**src/rtl/seq_det_ctrl.sv**
```systemverilog
// Programmable serial-pattern detector with arm/run/stop control.
// Produces a same-cycle match pulse, a saturating match count and a sticky done flag.
module seq_det_ctrl #(
    parameter int unsigned PAT_W = 4,
    parameter int unsigned CNT_W = 8
) (
    input  logic             clk,
    input  logic             rst,
    input  logic             cfg_we,
    input  logic [PAT_W-1:0] cfg_pattern,
    input  logic             cfg_overlap,
    input  logic [CNT_W-1:0] cfg_target,
    input  logic             start,
    input  logic             abort,
    input  logic             in_valid,
    input  logic             in,
    output logic             match,
    output logic [CNT_W-1:0] match_cnt,
    output logic             busy,
    output logic             done
);

    localparam int unsigned HIST_W = PAT_W - 1;
    localparam int unsigned FILL_W = $clog2(PAT_W);
    localparam logic [FILL_W-1:0] FILL_MAX = FILL_W'(PAT_W - 1);
    localparam logic [CNT_W-1:0]  CNT_MAX  = '1;

    typedef enum logic [1:0] {
        S_IDLE  = 2'd0,
        S_ARMED = 2'd1,
        S_DONE  = 2'd2
    } state_t;

    state_t             state;
    state_t             state_nxt;
    logic [PAT_W-1:0]   pat_q;
    logic               ovl_q;
    logic [CNT_W-1:0]   tgt_q;
    logic [HIST_W-1:0]  hist_q;
    logic [FILL_W-1:0]  fill_q;
    logic [PAT_W-1:0]   window;
    logic               hit_target;
    logic               cfg_ok;
    logic               arm;

    assign window = {hist_q, in};
    assign cfg_ok = (state == S_IDLE) || (state == S_DONE);
    assign arm    = cfg_ok && (state_nxt == S_ARMED);

    // Widened compare so a saturated count can never alias onto the target.
    assign hit_target = (tgt_q != '0) &&
                        ((CNT_W+1)'(match_cnt) + (CNT_W+1)'(1) == (CNT_W+1)'(tgt_q));

    // State register
    always_ff @(posedge clk) begin
        if (rst) begin
            state <= S_IDLE;
        end else begin
            state <= state_nxt;
        end
    end

    // Next-state logic; abort wins over a same-cycle completion
    always_comb begin
        state_nxt = state;
        case (state)
            S_IDLE: begin
                if (start) begin
                    state_nxt = S_ARMED;
                end
            end
            S_ARMED: begin
                if (abort) begin
                    state_nxt = S_IDLE;
                end else if (match && hit_target) begin
                    state_nxt = S_DONE;
                end
            end
            S_DONE: begin
                if (abort) begin
                    state_nxt = S_IDLE;
                end else if (start) begin
                    state_nxt = S_ARMED;
                end
            end
            default: state_nxt = S_IDLE;
        endcase
    end

    // Mealy match pulse
    always_comb begin
        match = 1'b0;
        if ((state == S_ARMED) && in_valid && !abort &&
            (fill_q == FILL_MAX) && (window == pat_q)) begin
            match = 1'b1;
        end
    end

    // Config, history, counter and status registers
    always_ff @(posedge clk) begin
        if (rst) begin
            pat_q     <= '0;
            ovl_q     <= 1'b1;
            tgt_q     <= '0;
            hist_q    <= '0;
            fill_q    <= '0;
            match_cnt <= '0;
            busy      <= 1'b0;
            done      <= 1'b0;
        end else begin
            if (cfg_ok && cfg_we) begin
                pat_q <= cfg_pattern;
                ovl_q <= cfg_overlap;
                tgt_q <= cfg_target;
            end

            if (arm) begin
                hist_q    <= '0;
                fill_q    <= '0;
                match_cnt <= '0;
                done      <= 1'b0;
            end else if (state == S_ARMED) begin
                if (abort) begin
                    hist_q <= '0;
                    fill_q <= '0;
                end else if (in_valid) begin
                    if (match && !ovl_q) begin
                        hist_q <= '0;
                        fill_q <= '0;
                    end else begin
                        hist_q <= window[HIST_W-1:0];
                        if (fill_q != FILL_MAX) begin
                            fill_q <= fill_q + FILL_W'(1);
                        end
                    end
                    if (match && (match_cnt != CNT_MAX)) begin
                        match_cnt <= match_cnt + CNT_W'(1);
                    end
                    if (match && hit_target) begin
                        done <= 1'b1;
                    end
                end
            end else if ((state == S_DONE) && abort) begin
                done <= 1'b0;
            end

            busy <= (state_nxt == S_ARMED);
        end
    end

endmodule
```
**config.mk**
```make
export PLATFORM = sky130hd
export DESIGN_NAME = seq_det_ctrl
export DESIGN_NICKNAME = d
export VERILOG_FILES = /design/src/rtl/seq_det_ctrl.sv
export SDC_FILE = /design/constraint.sdc
export NUM_CORES = 1
export LEC_CHECK = 0
export BUFFER_PORTS_ARGS = -buffer_cell sky130_fd_sc_hd__buf_2
export CORE_MARGIN = 2
export CORE_UTILIZATION = 48
export CTS_CLUSTER_SIZE = 16
export DETAILED_ROUTE_END_ITERATION = 6
export MAX_ROUTING_LAYER = met4
export PLACE_DENSITY_LB_ADDON = 0.15
export SLEW_MARGIN = 40
export SYNTH_ARGS = -nofsm -noshare
export SYNTH_HDL_FRONTEND = slang
export SYNTH_SLANG_ARGS = --single-unit
```
**constraint.sdc**
```tcl
create_clock -name clk -period 2.16 [get_ports clk]
set_input_delay 0.216 -clock clk [delete_from_list [all_inputs] [get_ports clk]]
set_output_delay 0.216 -clock clk [all_outputs]
set_load 0.03 [all_outputs]
```
==> results.md, run 1 <==
* CTS Hold Bufs at 0
* Synth-to-Final Area Change at 21.5%
* Final-report hold violation count at 0
* Core area at 3050 sq um
* Hold Path Sink: ovl_q
* Worst Path Required at 2.39 ns
* CP Launch Type: flop
* Placed cells at 267
* Layout cells sized above 1 at 23.6%
* DRT iter0 DRCs at 110
* Drt pass-1 iters at 5
* Total power at 1.07 mW
* Clock insertion delay at the later pin of the skew report at 0.34 ns
* Clock power share at 33.1%
* Initial core utilization at 50.8%
* Slew headroom at 66.6%
* CTS H-tree depth at 2
* HP Start: cfg_overlap
* Clk buf depth at 2
* Syn Area/Cell at 7.99 sq um
* TritonCTS buffer count at 5
* RSZ-0062 raised after global routing: yes
* Status: complete, no violations
* Finished Layout Cells at 277
* Max Fclk at 474 MHz
* Gr ovfl total at 0
* Netlist Area Pre-Place at 1550 sq um
* WL per Instance at 12.9 microns
* Final hold slack at 0.0876 ns
* Final net count at 254
* Slowest CP cell: or4_4
* R2R Path End: state[0]
* Synth top area cells: dfxtp_1, nand2_1, xnor2_1, a21oi_1, xor2_1
* Reg2reg start: match_cnt[1]
* Int Pwr at 784 uW
* Register area share after synthesis at 38.7%
* Full die area at 3700 sq um
* Chip height at 60.8 microns
* Hold depth at 2
* DRC viols at 0
* Seq cells post-synth at 30
* Vias at 1494
* Critical path class: reg -> reg
* Vias in the first global route at 1396
* Dpl hpwl at 2630 microns
* Buf/Inv on CP at 0
* Combinational share of power at 11.9%
* GRT Total Usage at 22.5%
* Post-synth EDFFs at 0
* Net Sw Power at 288 uW
* # rows at 20
* WP data arrival at 2.35 ns
* Static Leak at 0.772 nW
* R2R setup slack at 0.05 ns
* Post-route worst setup slack at 0.0490 ns
* Worst slew pin tran at 0.501 ns
* Slowest stage delay, CP at 0.57 ns
* Async S/R FF share, synth at 0%
* Netlist cell types at 44
* Sw Ratio at 26.8%
* Setup TNS at 0 ns
* Slew Limit Fails at 0
* CTS sink count at 30
* CP Max Fanout at 4
* Tcrit/Tclk final at 97.7%
* # port buffers at 30
* Post-Synthesis Cells at 194
* Fin crit period at 2.11 ns
* Die W at 60.8 microns
* Number of vias per cell at 5.39
* Area share of the leading cell type in the synthesized netlist at 38.7%
* Sequential Power Share at 55.0%
* Clock-pin slew on the worst setup and hold paths at 0.10 ns
* I/O pin count at 31
* Total routed wirelength at 3560 microns
* Most frequent cells in the layout: nand2_1, buf_2, dfxtp_1, a21oi_1, nor2_1
* Setup Slack @ Placement at 0.0642 ns
* PwrDens at 569 nW/um^2
* Final setup fails at 0
* RePlAce Congestion at 0.815
* Worst Hold Class: in -> reg
* Initial antenna violation count at 0
* Critical path's top delay family: simple AND/OR/NAND/NOR gates
* Antenna Nets Post-Route at 0
* Max IR drop VDD at 0.000337 V
* First-pass GRT wire length at 5890 microns
* Largest net degree at the start of global routing at 18
* Ant diodes at 0
* Setup Skew at 0.0152 ns
* CP Cell Sequence: ha_4, or4_1, a31oi_1, o22ai_1, or4_4, and3b_1
* Main synth FF type: dfxtp_1
* Commonest non-fill, non-tap cell in the layout: nand2_1
* Net Count, Synth at 216
* Yosys warnings at 0
* CP endpoint kind: flop
* Clk root buf: clkbuf_4
* Synth area leader: dfxtp_1
* Max-Cap Viols at 0
* CTS tree: built
* R2R cell count at 6
-- final cells by class --
| type | instances | area, sq um |
|---|---|---|
| Fill cell | 304 | 1170 |
| Sequential cell | 30 | 609 |
| Timing Repair Buffer | 39 | 218 |
| Inverter | 8 | 30.0 |
| Clock buffer | 7 | 55.1 |
| Clock inverter | 1 | 5.00 |
| Tap cell | 44 | 55.1 |
| Multi-Input combinational cell | 148 | 911 |
-- power by group through the flow --
stage               clock network (mW)  logic [mW]  registers [mW]
floorplan                            0      0.0815           0.600
global placement                     0       0.124           0.602
detailed placement                   0       0.127           0.603
CTS                              0.367       0.127           0.590
global route                     0.397       0.145           0.593
finish                           0.355       0.127           0.590
-- synthesized netlist by cell type, drive strengths merged (2+ instances only) --
master  number
nor3         8
nand3        4
nor2        16
inv          8
xor2         8
nor4         3
clkbuf       6
o21a         2
or4          3
ha           2
and3b        2
o31ai        2
a31oi        3
o21ai        2
dfxtp       30
buf          2
a21oi       17
nor2b        3
nand2       33
xnor2       10
and3         3
nand4        6
and2         4
a22oi        3
-- layer usage --
metal | GRT usage [%] | share of wire [%] | routed length [microns] | vias to the layer above
met4 | 8.07 | 1.3 | 48 | 0
met5 | - | 0 | 0 | -
met2 | 36.3 | 48 | 1700 | 39
met1 | 26.3 | 46 | 1620 | 686
li1 | - | - | - | 763
met3 | 7.04 | 5.2 | 187 | 6
-- how the worst max path moves through the flow --
stage               cells after the start  slack [ns]       end    startpoint
floorplan                               7       -0.03      busy  match_cnt[0]
global placement                        6        0.11      busy  match_cnt[0]
detailed placement                      6        0.06  state[0]  match_cnt[0]
CTS                                     6        0.05  state[0]  match_cnt[1]
global route                            6       -0.01  state[0]  match_cnt[0]
finish                                  6        0.05  state[0]  match_cnt[1]
-- state kept, by name, summed over array words and instances (netlist names) --
| register | cells |
|---|---|
| match_cnt | 8 |
| tgt_q | 8 |
| pat_q | 4 |
| hist_q | 3 |
| fill_q | 2 |
| state | 2 |
| busy | 1 |
| done | 1 |
| ovl_q | 1 |
-- metrics by stage --
stage / area [sq um] / utilization, %
after detailed placement: 1800 / 58.9
final: 1880 / 61.7
after floorplan: 1580 / -
after global placement: 1800 / 58.9
after global routing: 1880 / 61.7
after CTS: 1860 / 60.9
-- kinds of logic after synthesis --
kind of cell / after synthesis / synth area share, %
XOR/XNOR: 18 / 10.2
multiplexers: 1 / 0.646
buffers and inverters: 16 / 3.95
AO/OA/AOI/OAI: 39 / 16.2
adder cells (fa/ha/maj): 2 / 1.61
flip-flops: 30 / 38.7
AND/OR/NAND/NOR: 88 / 28.7
-- repair_timing --
| action | in CTS | in global routing |
|---|---|---|
| setup buffers | 0 | 2 |
| gates resized for setup | 0 | 2 |
| endpoints found under the setup margin | 0 | 4 |
(Power assumes the default switching activity.)
==> inputs of run 2 (changes only) <==
--- a/config.mk
+++ b/config.mk
@@ -6,9 +6,9 @@
 export NUM_CORES = 1
 export LEC_CHECK = 0
 export BUFFER_PORTS_ARGS = -buffer_cell sky130_fd_sc_hd__buf_2
+export CORE_ASPECT_RATIO = 0.5
 export CORE_MARGIN = 2
 export CORE_UTILIZATION = 48
-export CTS_CLUSTER_SIZE = 16
 export DETAILED_ROUTE_END_ITERATION = 6
 export MAX_ROUTING_LAYER = met4
 export PLACE_DENSITY_LB_ADDON = 0.15
==> run 2 against run 1 <==
  * First-iteration DRC count down 45%
  * Highest routed layer unchanged
  * Via count grew 1.5%
  * Setup slack better by 0.012 ns
==> results.md, run 2 (same netlist as run 1, synthesis figures left out) <==
* Finished Layout Cells at 274
* CTS sink count at 30
* Layout cells sized above 1 at 25.6%
* Initial core utilization at 50.9%
* CTS Hold Bufs at 0
* Vias in the first global route at 1309
* CP Max Fanout at 8
* Vias at 1516
* CTS H-tree depth at 2
* Top Registers: match_cnt x8, tgt_q x8, pat_q x4
* Initial antenna violation count at 0
* Gr ovfl total at 0
* Final hold slack at 0.135 ns
* Total routed wirelength at 3570 microns
* WL per Instance at 13.0 microns
* Post-route worst setup slack at 0.0612 ns
* Number of vias per cell at 5.53
* Static Leak at 0.810 nW
* TritonCTS buffer count at 5
* Worst slew pin tran at 0.514 ns
* Die W at 84.4 microns
* Slew Limit Fails at 0
* RePlAce Congestion at 0.861
* Ant diodes at 0
* Most frequent cells in the layout: nand2_1, buf_2, dfxtp_1, a21oi_1, nor2_1
* Setup TNS at 0 ns
* CP Launch Type: flop
* # port buffers at 30
* First-pass GRT wire length at 6040 microns
* Status: complete, no violations
* Synth-to-Final Area Change at 24.0%
* CTS tree: built
* Tcrit/Tclk final at 97.2%
* Final-report hold violation count at 0
* Core area at 3050 sq um
* Largest net degree at the start of global routing at 18
* Chip height at 44.2 microns
* RSZ-0062 raised after global routing: yes
* Clock-pin slew on the worst setup and hold paths at 0.06 ns
* Slew headroom at 65.8%
* Critical path class: reg -> reg
* Max Fclk at 476 MHz
* GRT Total Usage at 21.7%
* Setup Skew at 0.00299 ns
* Final net count at 255
* Antenna Nets Post-Route at 0
* Max IR drop VDD at 0.000358 V
* Clk root buf: clkbuf_8
* Final core occ at 63.1%
* DRT iter0 DRCs at 60
* Final setup fails at 0
* Worst Hold Class: in -> reg
* Clk buf depth at 2
* Placed cells at 265
* Fin crit period at 2.10 ns
* Commonest non-fill, non-tap cell in the layout: nand2_1
* Max-Cap Viols at 0
* Dpl hpwl at 2610 microns
* I/O pin count at 31
* DRC viols at 0
* Full die area at 3730 sq um
* # rows at 14
* Clock insertion delay at the later pin of the skew report at 0.28 ns
* WP data arrival at 2.27 ns
* Drt pass-1 iters at 5
* CP endpoint kind: flop
* Worst Path Required at 2.33 ns
* PwrDens at 620 nW/um^2
* Setup Slack @ Placement at 0.0434 ns
[run 2: repair_timing]
item	4_1_cts	5_1_grt
setup endpoints to repair	0	4
resized for setup	0	5
buffers inserted	0	1
[run 2: final timing paths]
check	slack, ns	cells after the start	end	startpoint
worst max-delay path	0.06	6	state[0]	match_cnt[0]
worst min-delay path	0.13	2	ovl_q	cfg_overlap
worst max register to register	0.06	6	state[0]	match_cnt[0]
worst min register to register	0.47	2	pat_q[3]	pat_q[3]
[run 2: report_power, final]
group	leakage, nW	internal (mW)	switching, mW	total [mW]
combinational	0.514	0.0575	0.0739	0.131
clock	0.0482	0.257	0.213	0.470
sequential	0.247	0.571	0.0193	0.590
[run 2: metrics by stage]
step | area (sq um) | power (mW)
after detailed placement | 1810 | 0.729
after global placement | 1810 | 0.726
final | 1920 | 1.19
after CTS | 1900 | 1.20
after floorplan | 1580 | 0.682
after global routing | 1920 | 1.25
[run 2: routing by layer]
layer / up-vias / routed length [microns] / global-route usage (%)
met5: - / 0 / -
met4: 0 / 16 / 6.67
met3: 2 / 205 / 6.16
met2: 41 / 1570 / 33.3
met1: 710 / 1780 / 28.3
li1: 763 / - / -
[run 2: critical path, stage by stage (launching register included)]
cell and delay, ns:
dfxtp_4 0.38, ha_4 0.17, or4_4 0.47, a31oi_1 0.14, o22ai_1 0.09, or4_4 0.55
and3b_1 0.18
[run 2: area by class of cell]
class                   instances  area [sq um]
fillers                       286          1130
multi-input cells             148           915
flip-flops and latches         30           611
repair buffers                 40           225
clock buffers                   7          86.3
well taps                      40          50.0
inverters                       8          30.0
clock inverters                 1          5.00
==> inputs of run 3 (changes only) <==
--- a/config.mk
+++ b/config.mk
@@ -12,6 +12,7 @@
 export DETAILED_ROUTE_END_ITERATION = 6
 export MAX_ROUTING_LAYER = met4
 export PLACE_DENSITY_LB_ADDON = 0.15
+export SETUP_SLACK_MARGIN = 0.2
 export SLEW_MARGIN = 40
 export SYNTH_ARGS = -nofsm -noshare
 export SYNTH_HDL_FRONTEND = slang
==> run 3 against run 2 <==
  * Worst hold slack improved by 0.0038 ns
  * Final cell count increased by 1.1%
  * Combinational power increased by 5%
  * Clock power grew 40%
  * Die area is the same
  * Critical path depth stayed put
  * Non-clock buffer count up 3
  * Sequential power about the same
  * Design area is 4.4% higher
  * Global-route usage fell by 0.33 points
  * Power increased by 16%
==> results.md, run 3 (same netlist as run 1, synthesis figures left out) <==
* Antenna Nets Post-Route at 0
* Worst path depth at 6
* Commonest non-fill, non-tap cell in the layout: nand2_1
* Drt pass-1 iters at 4
* Full die area at 3730 sq um
* Critical path class: reg -> reg
* Worst slew pin tran at 0.496 ns
* Synth-to-Final Area Change at 29.4%
* Total power at 1.39 mW
* Slowest CP cell: or4_4
* GRT Total Usage at 21.4%
* TritonCTS buffer count at 5
* CTS tree: built
* Final core occ at 65.8%
* # port buffers at 30
* Initial core utilization at 50.9%
* Post-route worst setup slack at 0.0304 ns
* PwrDens at 691 nW/um^2
* RSZ-0062 raised after global routing: yes
* Fin crit period at 2.13 ns
* Dpl hpwl at 2690 microns
* Chip height at 44.2 microns
* RePlAce Congestion at 0.848
* Critical path's top delay family: simple AND/OR/NAND/NOR gates
* Ant diodes at 0
* Clk buf depth at 2
* Number of vias per cell at 5.49
* Most frequent cells in the layout: nand2_1, buf_2, dfxtp_1, a21oi_1, nor2_1
* I/O pin count at 31
* CTS H-tree depth at 2
* DRC viols at 0
* Max-Cap Viols at 0
* CTS sink count at 30
* Status: complete, no violations
* Final setup fails at 0
* Buf/Inv on CP at 0
* Worst Path Required at 2.34 ns
* CTS Hold Bufs at 0
* Clock insertion delay at the later pin of the skew report at 0.28 ns
* CP endpoint kind: flop
* Vias in the first global route at 1279
* Initial antenna violation count at 0
* Slew Limit Fails at 0
* Slew headroom at 66.9%
* Max IR drop VDD at 0.000441 V
* Max Fclk at 470 MHz
* Vias at 1522
* CP Max Fanout at 4
* Tcrit/Tclk final at 98.6%
* Finished Cell Area at 2010 sq um
* DRT iter0 DRCs at 83
* CP Launch Type: flop
* Final net count at 258
* First-pass GRT wire length at 6010 microns
* Hold depth at 2
* Largest net degree at the start of global routing at 18
* Clock-pin slew on the worst setup and hold paths at 0.07 ns
* Die W at 84.4 microns
* Core area at 3050 sq um
* Layout cells sized above 1 at 27.8%
* CP Cell Sequence: ha_4, or4_1, a31oi_1, o22ai_1, or4_4, and3b_1
* Top Registers: match_cnt x8, tgt_q x8, pat_q x4
* R2R cell count at 6
* Setup Skew at 0.00670 ns
* WP data arrival at 2.31 ns
* Final-report hold violation count at 0
* Static Leak at 0.844 nW
* Setup Slack @ Placement at 0.0535 ns
* # rows at 14
* Total routed wirelength at 3720 microns
* WL per Instance at 13.4 microns
* Worst Hold Class: in -> reg
* Placed inst area at 1820 sq um
* Gr ovfl total at 0
* Clk root buf: clkbuf_8
* Slowest stage delay, CP at 0.56 ns
run 3: repair_timing:
action | in CTS | in global routing
resized for setup | 1 | 8
buffers inserted | 2 | 1
endpoints found under the setup margin | 4 | 7
pin swaps | 2 | 2
run 3: where the power goes:
| group | internal (mW) | switching (mW) | total [mW] |
|---|---|---|---|
| Sequential | 0.571 | 0.0195 | 0.590 |
| Clock | 0.445 | 0.213 | 0.658 |
| Combinational | 0.0605 | 0.0774 | 0.138 |
run 3: stage by stage:
stage / TNS (ns) / instances / hold slack (ns)
3_3_place_gp: 0 / 266 / 0.422
6_report: 0 / 277 / 0.139
4_1_cts: 0 / 276 / 0.135
2_1_floorplan: -0.0578 / 194 / 0.334
3_5_place_dp: 0 / 266 / 0.428
5_1_grt: -0.0306 / 277 / 0.145
run 3: layer usage:
| metal | track usage, % | wire length (microns) | up-vias |
|---|---|---|---|
| met4 | 5.08 | 8 | 0 |
| met2 | 31.9 | 1650 | 45 |
| met1 | 28.8 | 1830 | 705 |
| li1 | - | - | 769 |
| met5 | - | 0 | - |
| met3 | 6.53 | 234 | 3 |
run 3: final cells by class:
class | count | area (sq um)
fill | 255 | 1040
multi-input combinational | 148 | 925
sequential | 30 | 612
timing repair buffer | 43 | 251
clock buffer | 7 | 108
tap | 40 | 50.0
clock inverter | 1 | 30.0
inverter | 8 | 30.0
run 3: worst register-to-register path, cell delays in order (launching register included):
cell	delay, ns
dfxtp_4	0.37
ha_4	0.16
or4_1	0.48
a31oi_1	0.15
o22ai_1	0.10
or4_4	0.56
and3b_1	0.20
run 3: path summary, 6_finish.rpt:
check | from | end | slack [ns]
min reg2reg | pat_q[3] | pat_q[3] | 0.47
min | cfg_overlap | ovl_q | 0.14
max reg2reg | match_cnt[1] | state[0] | 0.03
max | match_cnt[1] | state[0] | 0.03
